[src/rtl/jtag_pkg.sv]
// jtag_pkg: shared TAP state encoding, instruction opcodes and IR capture value.
package jtag_pkg;
  localparam int IR_WIDTH = 4;
  localparam logic [IR_WIDTH-1:0] IDCODE_INSTR = 4'b0001;
  localparam logic [IR_WIDTH-1:0] BYPASS_INSTR = 4'b1111;
  localparam logic [IR_WIDTH-1:0] IR_CAPTURE = 4'b0001;
  typedef enum logic [3:0] {
    TLR, RTI, SEL_DR, CAP_DR, SHIFT_DR, EXIT1_DR, PAUSE_DR, EXIT2_DR,
    UPDATE_DR, SEL_IR, CAP_IR, SHIFT_IR, EXIT1_IR, PAUSE_IR, EXIT2_IR, UPDATE_IR
  } tap_state_t;
endpackage

[src/rtl/jtag_tap_fsm.sv]
// jtag_tap_fsm: 16-state TAP controller next-state logic and state register.
// Ports: clk/reset (sync, active-high), tms; state = current, next_state = decode of tms.
module jtag_tap_fsm
  import jtag_pkg::*;
(
  input  logic       clk,
  input  logic       reset,
  input  logic       tms,
  output tap_state_t state,
  output tap_state_t next_state
);
  always_comb begin
    next_state = TLR;
    case (state)
      TLR:       next_state = tms ? TLR : RTI;
      RTI:       next_state = tms ? SEL_DR : RTI;
      SEL_DR:    next_state = tms ? SEL_IR : CAP_DR;
      CAP_DR:    next_state = tms ? EXIT1_DR : SHIFT_DR;
      SHIFT_DR:  next_state = tms ? EXIT1_DR : SHIFT_DR;
      EXIT1_DR:  next_state = tms ? UPDATE_DR : PAUSE_DR;
      PAUSE_DR:  next_state = tms ? EXIT2_DR : PAUSE_DR;
      EXIT2_DR:  next_state = tms ? UPDATE_DR : SHIFT_DR;
      UPDATE_DR: next_state = tms ? SEL_DR : RTI;
      SEL_IR:    next_state = tms ? TLR : CAP_IR;
      CAP_IR:    next_state = tms ? EXIT1_IR : SHIFT_IR;
      SHIFT_IR:  next_state = tms ? EXIT1_IR : SHIFT_IR;
      EXIT1_IR:  next_state = tms ? UPDATE_IR : PAUSE_IR;
      PAUSE_IR:  next_state = tms ? EXIT2_IR : PAUSE_IR;
      EXIT2_IR:  next_state = tms ? UPDATE_IR : SHIFT_IR;
      UPDATE_IR: next_state = tms ? SEL_DR : RTI;
      default:   next_state = TLR;
    endcase
  end
  always_ff @(posedge clk)
    state <= reset ? TLR : next_state;
endmodule

[src/rtl/jtag_tap_controller.sv]
// jtag_tap_controller: TAP controller with IR, bypass register and IDCODE transmitter control.
// Ports: clk/reset (sync, active-high), tms/tdi serial inputs, tx_out from the word transmitter;
// tx_enable/tx_reset drive the transmitter, tdo/tdo_en serial output, ir and state for debug.
module jtag_tap_controller #(
  parameter int                  IR_WIDTH     = jtag_pkg::IR_WIDTH,
  parameter logic [IR_WIDTH-1:0] IDCODE_INSTR = jtag_pkg::IDCODE_INSTR,
  parameter logic [IR_WIDTH-1:0] BYPASS_INSTR = jtag_pkg::BYPASS_INSTR
) (
  input  logic                clk,
  input  logic                reset,
  input  logic                tms,
  input  logic                tdi,
  input  logic                tx_out,
  output logic                tx_enable,
  output logic                tx_reset,
  output logic                tdo,
  output logic                tdo_en,
  output logic [IR_WIDTH-1:0] ir,
  output logic [3:0]          state
);
  import jtag_pkg::*;
  tap_state_t cur, nxt;
  logic [IR_WIDTH-1:0] ir_shift;
  logic bypass_reg, sel_idcode;
  jtag_tap_fsm u_fsm (
    .clk        (clk),
    .reset      (reset),
    .tms        (tms),
    .state      (cur),
    .next_state (nxt)
  );
  // ir falls back to IDCODE on the same edge that enters TLR, whatever path led there
  always_ff @(posedge clk) begin
    if (reset) begin
      ir         <= IDCODE_INSTR;
      ir_shift   <= '0;
      bypass_reg <= 1'b0;
    end else begin
      ir_shift   <= cur == CAP_IR ? IR_WIDTH'(IR_CAPTURE) :
                    cur == SHIFT_IR ? {tdi, ir_shift[IR_WIDTH-1:1]} : ir_shift;
      bypass_reg <= cur == CAP_DR ? 1'b0 : cur == SHIFT_DR ? tdi : bypass_reg;
      ir         <= nxt == TLR ? IDCODE_INSTR : cur == UPDATE_IR ? ir_shift : ir;
    end
  end
  // every opcode other than IDCODE (known or not) routes through bypass
  assign sel_idcode = ir == IDCODE_INSTR && ir != BYPASS_INSTR;
  assign state      = cur;
  assign tx_enable  = cur == SHIFT_DR && sel_idcode;
  assign tx_reset   = cur == TLR || (cur == CAP_DR && sel_idcode);
  assign tdo_en     = cur == SHIFT_DR || cur == SHIFT_IR;
  assign tdo        = cur == SHIFT_IR ? ir_shift[0] :
                      cur == SHIFT_DR ? (sel_idcode ? tx_out : bypass_reg) : 1'b0;
endmodule

[config.mk]
export PLATFORM = sky130hd
export DESIGN_NAME = jtag_tap_controller
export DESIGN_NICKNAME = d
export VERILOG_FILES = /design/src/rtl/jtag_pkg.sv /design/src/rtl/jtag_tap_fsm.sv /design/src/rtl/jtag_tap_controller.sv
export SDC_FILE = /design/constraint.sdc
export NUM_CORES = 1
export LEC_CHECK = 0
export ABC_CLOCK_PERIOD_IN_PS = 2100
export CAP_MARGIN = 25
export CORE_MARGIN = 2
export CORE_UTILIZATION = 48
export DETAILED_ROUTE_END_ITERATION = 10
export MAX_ROUTING_LAYER = met4
export PLACE_DENSITY = 0.76
export SLEW_MARGIN = 25
export SYNTH_ARGS = -nofsm -noshare
export SYNTH_HDL_FRONTEND = slang
export SYNTH_HIERARCHICAL = 1
export SYNTH_SLANG_ARGS = --single-unit
[constraint.sdc]
create_clock -name clk -period 2.1 [get_ports clk]
set_input_delay 0.42 -clock clk [delete_from_list [all_inputs] [get_ports clk]]
set_output_delay 0.42 -clock clk [all_outputs]
set_load 0.005 [all_outputs]
After elaboration in Yosys (flattened, before gate mapping). Cells that the tools add are included.

Register bits after elaboration: 13. Bits of input ports: 5. Output and inout bits: 12. Word-level logic and storage cells: 54.

Equal/unequal tests: 17. Mux-type cells: 18. Reductions and logical operators: 14.

Operators with widths (number): 4-bit case mux with 12 select lines (1); 4-bit equality test, second input constant (8); 4-bit by 3-bit equality test with 1-bit output, second input constant (4); 4-bit two-way mux (4); 2-bit OR reduction (5); 4-bit by 1-bit equality test with 1-bit output, second input constant (2); 4-bit by 2-bit equality test with 1-bit output, second input constant (2); 4-bit logical NOT (2); 1-bit two-way mux (8); 2-bit two-way mux (3); 3-bit two-way mux (2); 4-bit inequality test, second input constant (1); 1-bit logical AND (3); 3-bit OR reduction (1); 1-bit logical OR (2); 2-bit nonzero test (1).

Logic depth before layout (Yosys ltp). Gate-level depths: netlist (run 1).

Depth in word-level cells: 5. Gate-level depth with buffers: 6. Mapped depth without buffers: 5.

Modules after synthesis. The synthesis (run 1) kept the hierarchy.

By module, submodules not included: jtag_tap_controller (times used 1, cells an instance 48, area each 442.9 um^2, sequential area each 180.2 um^2); jtag_tap_fsm (times used 1, cells an instance 42, area each 326.6 um^2, sequential area each 80.1 um^2).

Least setup slack after synthesis (run 1). Ideal clock, no wire load.

Path type: reg2reg. Start point: register u_fsm.state[2]. End point: register ir[1]. Setup time: 0.131 ns. Data arrival time: 1.573 ns. Data required time: 1.969 ns. Setup slack: 0.396 ns. Cell stages (with the launch flop): 7. Path buffers: 1. Clock period less this slack: 1.704 ns. Cell sequence: dfxtp_1 buf_6 and4bb_2 a21oi_1 nand3_1 o41ai_2 nor2_1.

Word-level cells in the longest chain between the ends: 5. Elaborated cells on any way between the ends: 22. Those cells by class: eq/ne: 15; mux: 1; reduce/logical: 6.

RTL lines: start, declared (RTL line jtag_tap_fsm.sv:9) `output tap_state_t state,`; start signal, assigned (RTL line jtag_tap_fsm.sv:35) `state <= reset ? TLR : next_state;`; 4-bit equality test (tied with other cells) (RTL line jtag_tap_fsm.sv:14) `case (state)`; 3-bit OR reduction (no source line) / 2-bit OR reduction (equally long branches); 4-bit case mux with 12 select lines (*) (RTL line jtag_tap_fsm.sv:14); via nxt[1] (RTL line jtag_tap_controller.sv:22) `tap_state_t cur, nxt;`; 4-bit logical NOT (*) (RTL line jtag_tap_controller.sv:42) `ir <= nxt == TLR ? IDCODE_INSTR : cur == UPDATE_IR ? ir_shift : ir;`; 2-bit OR reduction (no source line) (*); end signal, assigned (RTL line jtag_tap_controller.sv:42); end, declared (RTL line jtag_tap_controller.sv:18) `output logic [IR_WIDTH-1:0] ir,`.

Mark *: on every way through the listed nets, which the timed path passes. The rest lies on a longest branch. A chain may end at the register's enable or synchronous reset.

Worst setup path after layout (run 1).
Start point: register ir[1]. End point: output port tdo.

Word-level cells in the longest chain between the ends: 5. Elaborated cells on any way between the ends: 6. Those cells by class: eq/ne: 2; mux: 3; reduce/logical: 1.

RTL lines: 4-bit by 1-bit equality test with 1-bit output / 4-bit inequality test (equally long branches) (RTL line jtag_tap_controller.sv:46) `assign sel_idcode = ir == IDCODE_INSTR && ir != BYPASS_INSTR;`; 1-bit logical AND (*) (RTL line jtag_tap_controller.sv:46); 1-bit two-way mux (*) (2 in series) (RTL line jtag_tap_controller.sv:52) `cur == SHIFT_DR ? (sel_idcode ? tx_out : bypass_reg) : 1'b0;`; 1-bit two-way mux (*) (RTL line jtag_tap_controller.sv:51) `assign tdo = cur == SHIFT_IR ? ir_shift[0] :`; end, declared (RTL line jtag_tap_controller.sv:16) `output logic tdo,`.

Mark *: on every way between the ends. The rest lies on a longest branch, timed or not.

==> metrics, run 1 <==
status=complete, no violations; post-synthesis net count=95; most frequent cells in the layout=clkdlybuf4s50_1, buf_4, dfxtp_1, nor2_1; CTS tree=done; filler cell count=123; FF-to-FF Start=u_fsm/state[2]; Detailed Route WL=1.78 mm; Largest regs=ir: 4 flops, ir_shift: 4 flops, u_fsm/state: 4 flops; Clock Pin Slew Worst Setup and Hold Paths=0.08 ns; Yosys cell types=38; DRC Markers=0; asr flop ratio synth=0; Worst Path Class, Setup=register to output port; Antenna Nets Post-Route=0; # diodes=0; EDFF count, synth=0; largest net degree at the start of global routing=16; port bufs=16; total gr overflow=0; vias post-DR=789; clk_skew=0.00780 ns; via-per-instance ratio=5.89; Initial Util=0.511; Final #Nets=124; Setup crit end kind=output port; CTS max path bufs=2; H-tree level count=1; setup slack on the worst flop-to-flop path=0.32 ns; peak supply drop=324 uV; post-synth top area cell=dfxtp_1; Worst Setup EP=tdo; Routed WL per cell=13.3 um; Vert. Die Dim=44.0 um; die span in x=44.0 um; clock buffer count from CTS=3; Worst R2R End=ir[3]; Lkg Pwr=0.450 nW; TritonCTS Sinks=13; Worst Setup SP=ir[1]; P&R area growth vs syn=37.6%; Final period util=0.983; Tmin final=2.06 ns; Die ar.=1940 um^2; most common cell after layout, fill and taps aside=clkdlybuf4s50_1; mean post-synth cell area=8.55 um^2; number of antenna violations at the first check in global routing=0; unrepaired setup endpoints after global routing=yes; final max-slew violation count=0; Hold Path Class=register to register; CP max FO=3; Rel. slew slack=0.805; Setup violations, final=0; WP data required=1.68 ns; dominant synthesized flop cell=dfxtp_1; register bit count reported by yosys=13; Synth Cell Area=769 um^2; Cell Rows=14; Worst Max-Slew Pin Slew=0.290 ns; core area=1510 um^2; Hold Startpoint=bypass_reg; R2R cell count=7; Clock Root Buffer=clkbuf_4; Data arrival, critical path=1.64 ns; Fmax achieved=484 MHz; io pins=17; Ys Warns=6; Seq/Total Area, Yosys=0.338; layout cell share with drive strength beyond 1=0.220; final hold slack=0.472 ns; startpoint types=register; Min-Delay Path Depth=2; dominant cells by area after synthesis=dfxtp_1, mux2i_1, nor2_1; gp weighted congestion=0.865; Yosys top cell area share=0.338; global-route wire length before repair=3.15 mm; DR iter-0 viols=17; final hold vios=0; vias in the first global route=686; Cells after Synth=90; fin util=0.703; max-cap viol count=0; Total GRT Usage=0.226; Pwr per Cell Area=516 nW/um^2; DRT Pass-1 Iters=4; Final HPWL DP=1.31 mm; worst-skew pair later-pin latency=0.28 ns
## synthesized netlist by cell type, drive strengths merged, types with 2 or more instances
cell type and count:
a211o 2, a211oi 2, a21oi 6, buf 4
dfxtp 13, inv 7, mux2i 7, nand2 5
nand3 3, nand3b 2, nor2 9, nor2b 2
nor3 3, nor3b 2, o21ai 2, o22ai 2
## per-layer routing
layer | wire (um) | share of wire | vias up | track usage
li1 | - | - | 390 | -
met1 | 831 | 0.47 | 354 | 0.331
met2 | 757 | 0.43 | 40 | 0.300
met3 | 149 | 0.084 | 5 | 0.0367
met4 | 37 | 0.021 | 0 | 0.109
met5 | 0 | 0 | - | -
## timing repair
item	4_1_cts	5_1_grt
hold buffers	0	0
setup buffers	1	1
pin swaps	1	1
endpoints found under the setup margin	4	3
gates resized for setup	5	4
## where the power goes
part / switching, mW / internal (mW)
Sequential: 0.00953 / 0.252
Clock: 0.0841 / 0.0737
Combinational: 0.0601 / 0.0666
Total: 0.154 / 0.393
## worst min-delay path by stage
| stage | end | slack, ns |
|---|---|---|
| finish | bypass_reg | 0.47 |
| global route | bypass_reg | 0.50 |
| CTS | bypass_reg | 0.48 |
| detailed placement | bypass_reg | 0.47 |
| global placement | bypass_reg | 0.46 |
| floorplan | bypass_reg | 0.44 |
## cell families after synthesis
kind of cell / count (synthesis) / synth area share
AND/OR/NAND/NOR: 37 / 0.289
AO/OA/AOI/OAI: 21 / 0.202
flip-flops: 13 / 0.338
buffers and inverters: 11 / 0.0683
multiplexers: 7 / 0.0911
XOR/XNOR: 1 / 0.0114
## worst max-delay path, stage by stage, from the launching register on
cell           delay (ns)
dfxtp_2              0.35
nor4b_4              0.32
buf_4                0.16
mux2i_1              0.18
o22ai_1              0.09
dlygate4sd2_1        0.26
## area by class of cell
type | count | area [um^2] | area share
clock buffer | 4 | 26.3 | 0.0248
inverter | 7 | 26.3 | 0.0248
multi-input combinational | 66 | 473 | 0.447
sequential | 13 | 265 | 0.251
tap | 16 | 20.0 | 0.0189
timing repair buffer | 28 | 248 | 0.234
## stage by stage
step                std cells  TNS (ns)  worst slack [ns]  cell area (um^2)  power (mW)
global route              134   -0.0801           -0.0473              1060       0.577
floorplan                  90         0             0.396               769       0.335
global placement          128  -0.00192          -0.00147               998       0.391
CTS                       133         0            0.0201              1040       0.548
detailed placement        128    -0.130           -0.0408               998       0.393
finish                    134         0            0.0357              1060       0.547
No activity file was read; power rests on OpenSTA's default activity.
==> run 2: changes to the inputs <==
--- a/config.mk
+++ b/config.mk
@@ -12,8 +12,8 @@
 export DETAILED_ROUTE_END_ITERATION = 10
 export MAX_ROUTING_LAYER = met4
 export PLACE_DENSITY = 0.76
+export REMOVE_ABC_BUFFERS = 1
 export SLEW_MARGIN = 25
 export SYNTH_ARGS = -nofsm -noshare
 export SYNTH_HDL_FRONTEND = slang
-export SYNTH_HIERARCHICAL = 1
 export SYNTH_SLANG_ARGS = --single-unit
==> metrics, run 2 <==
Clock Pin Slew Worst Setup and Hold Paths=0.07 ns (about the same); max-cap viol count=0 (unchanged); Setup violations, final=0 (unchanged); die span in x=44.0 um (about the same); core area=1510 um^2 (unchanged); register bit count reported by yosys=13 (unchanged); port bufs=16 (unchanged); Data arrival, critical path=1.62 ns (-0.02 ns); most common cell after layout, fill and taps aside=clkdlybuf4s50_1; DRT Pass-1 Iters=4 (unchanged); Worst Max-Slew Pin Slew=0.405 ns (+0.114 ns); number of antenna violations at the first check in global routing=0 (unchanged); final setup margin=0.0636 ns (+0.0279 ns); worst-skew pair later-pin latency=0.27 ns (about the same); total gr overflow=0 (unchanged); EDFF count, synth=0 (unchanged); Routed WL per cell=12.9 um (-2.9%); global-route wire length before repair=2.84 mm (-9.9%); most frequent cell after synthesis=dfxtp_1; TritonCTS Sinks=13 (unchanged); Vert. Die Dim=44.0 um (about the same); Tmin final=2.04 ns (-0.0279 ns); Setup crit end kind=output port; mean post-synth cell area=8.44 um^2 (-1.3%); Met3 Wirelength=100 um (-33%); startpoint types=register; gp weighted congestion=0.792 (-8.5%); status=complete, no violations; H-tree level count=1 (unchanged); most frequent cells in the layout=clkdlybuf4s50_1, dfxtp_1, buf_4, nand2_1, a21oi_1; met2 wire len=739 um (-2.4%); largest net degree at the start of global routing=20 (+4); dominant synthesized flop cell=dfxtp_1; Worst Path Class, Setup=register to output port; top routing layer in use=met4; Ys Warns=0 (-6); Rel. slew slack=0.729 (-0.0757); CTS tree=done; Total GRT Usage=0.200 (-0.0263); setup slack on the worst flop-to-flop path=0.60 ns (+0.28 ns); Setup TNS Final=0 ns (unchanged); Die ar.=1940 um^2 (-0.16%); # diodes=0 (unchanged); clk_skew=0.00353 ns (-0.00427 ns); Final period util=0.970 (-0.0133); Largest regs=ir: 4 flops, ir_shift: 4 flops, u_fsm.state: 4 flops; final max-slew violation count=0 (unchanged); Yosys cell types=38 (unchanged); Yosys top cell area share=0.339 (+0.000551); Initial Util=0.510 (-0.000830); asr flop ratio synth=0 (unchanged); Cell Rows=14 (unchanged); Pwr per Cell Area=499 nW/um^2 (-3.4%); Synth top cells by count=dfxtp_1, a21oi_1, nand2_1, nor2_1; WP data required=1.68 ns (about the same); Antenna Nets Post-Route=0 (unchanged); met1 wire length=780 um (-6.1%); vias in the first global route=656 (-4.4%); unrepaired setup endpoints after global routing=yes; fin util=0.654 (-0.0490); Synth Cell Area=768 um^2 (-0.16%); DRC Markers=0 (unchanged); pre-CTS setup slack=0.0885 ns (+0.129 ns); Final HPWL DP=1.14 mm (-13%); DR iter-0 viols=11 (-6); clock buffer count from CTS=3 (unchanged); final hold vios=0 (unchanged); Fmax achieved=491 MHz (+1.4%); via-per-instance ratio=5.88 (-0.10%); Hold Path Class=register to register; Cells after Synth=91 (+1.1%); Final #Nets=117 (-5.6%); dominant cells by area after synthesis=dfxtp_1, mux2i_1, a21oi_1; io pins=17 (unchanged); CP max FO=3 (unchanged); Seq/Total Area, Yosys=0.339 (+0.000551); CTS max path bufs=2 (unchanged); post-synth top area cell=dfxtp_1; # hold bufs at CTS=0 (unchanged); P&R area growth vs syn=28.2%; vias post-DR=747 (-5.3%); Clock Root Buffer=clkbuf_4; Lkg Pwr=0.413 nW (-8.1%); layout cell share with drive strength beyond 1=0.162 (-0.0582); peak supply drop=393 uV (+22%); Detailed Route WL=1.63 mm (-8.0%)
## run 2: per-stage QoR
step           cells  power, mW  hold slack (ns)  area [um^2]
6_report         127      0.491            0.479          985
5_1_grt          127      0.513            0.487          985
4_1_cts          126      0.494            0.477          973
3_5_place_dp     122      0.348            0.467          943
3_3_place_gp     122      0.347            0.459          943
2_1_floorplan     83      0.300            0.435          711
## run 2: power by group
part | switching (mW) | internal (mW)
clock network | 0.0765 | 0.0735
registers | 0.00202 | 0.250
logic | 0.0461 | 0.0425
## run 2: critical path, cell delays in order (launching register included)
cell and delay (ns):
dfxtp_2 0.34, nor4b_2 0.26, buf_4 0.15, buf_4 0.10, mux2i_1 0.16, o22ai_1 0.08
dlygate4sd2_1 0.26
## run 2: logic make-up (layout without fill, tap and decap cells)
family / Yosys count / in the layout / synth area share
AOI/OAI and AO/OA: 24 / 24 / 0.208
xor gates and xnor gates: 2 / 2 / 0.0228
buffers and inverters: 12 / 32 / 0.0945
DFF: 13 / 13 / 0.339
muxes: 5 / 5 / 0.0651
and+or+nand+nor: 35 / 35 / 0.270
## run 2: layout make-up
cell class	count	area, um^2
Inverter	4	15.0
Fill cell	128	522
Timing Repair Buffer	24	219
Multi-Input combinational cell	66	442
Tap cell	16	20.0
Clock buffer	4	26.3
Sequential cell	13	263
## run 2: final timing paths
check / startpoint / endpoint / cells after the start
min: ir_shift[2] / ir_shift[2] / 2
max: ir[3] / tdo / 6
min reg2reg: ir_shift[2] / ir_shift[2] / 2
max reg2reg: u_fsm.state[0] / u_fsm.state[1] / 4
## run 2: what timing repair did
| action | 4_1_cts | 5_1_grt |
|---|---|---|
| gates resized for setup | 5 | 2 |
| setup buffers | 0 | 1 |
| endpoints found under the setup margin | 4 | 1 |
| pin swaps | 0 | 1 |
## run 2: metal layers
layer,up-vias,track usage
li1,368,-
met3,2,0.0500
met2,24,0.285
met1,353,0.277
met5,-,-
met4,0,0.0606
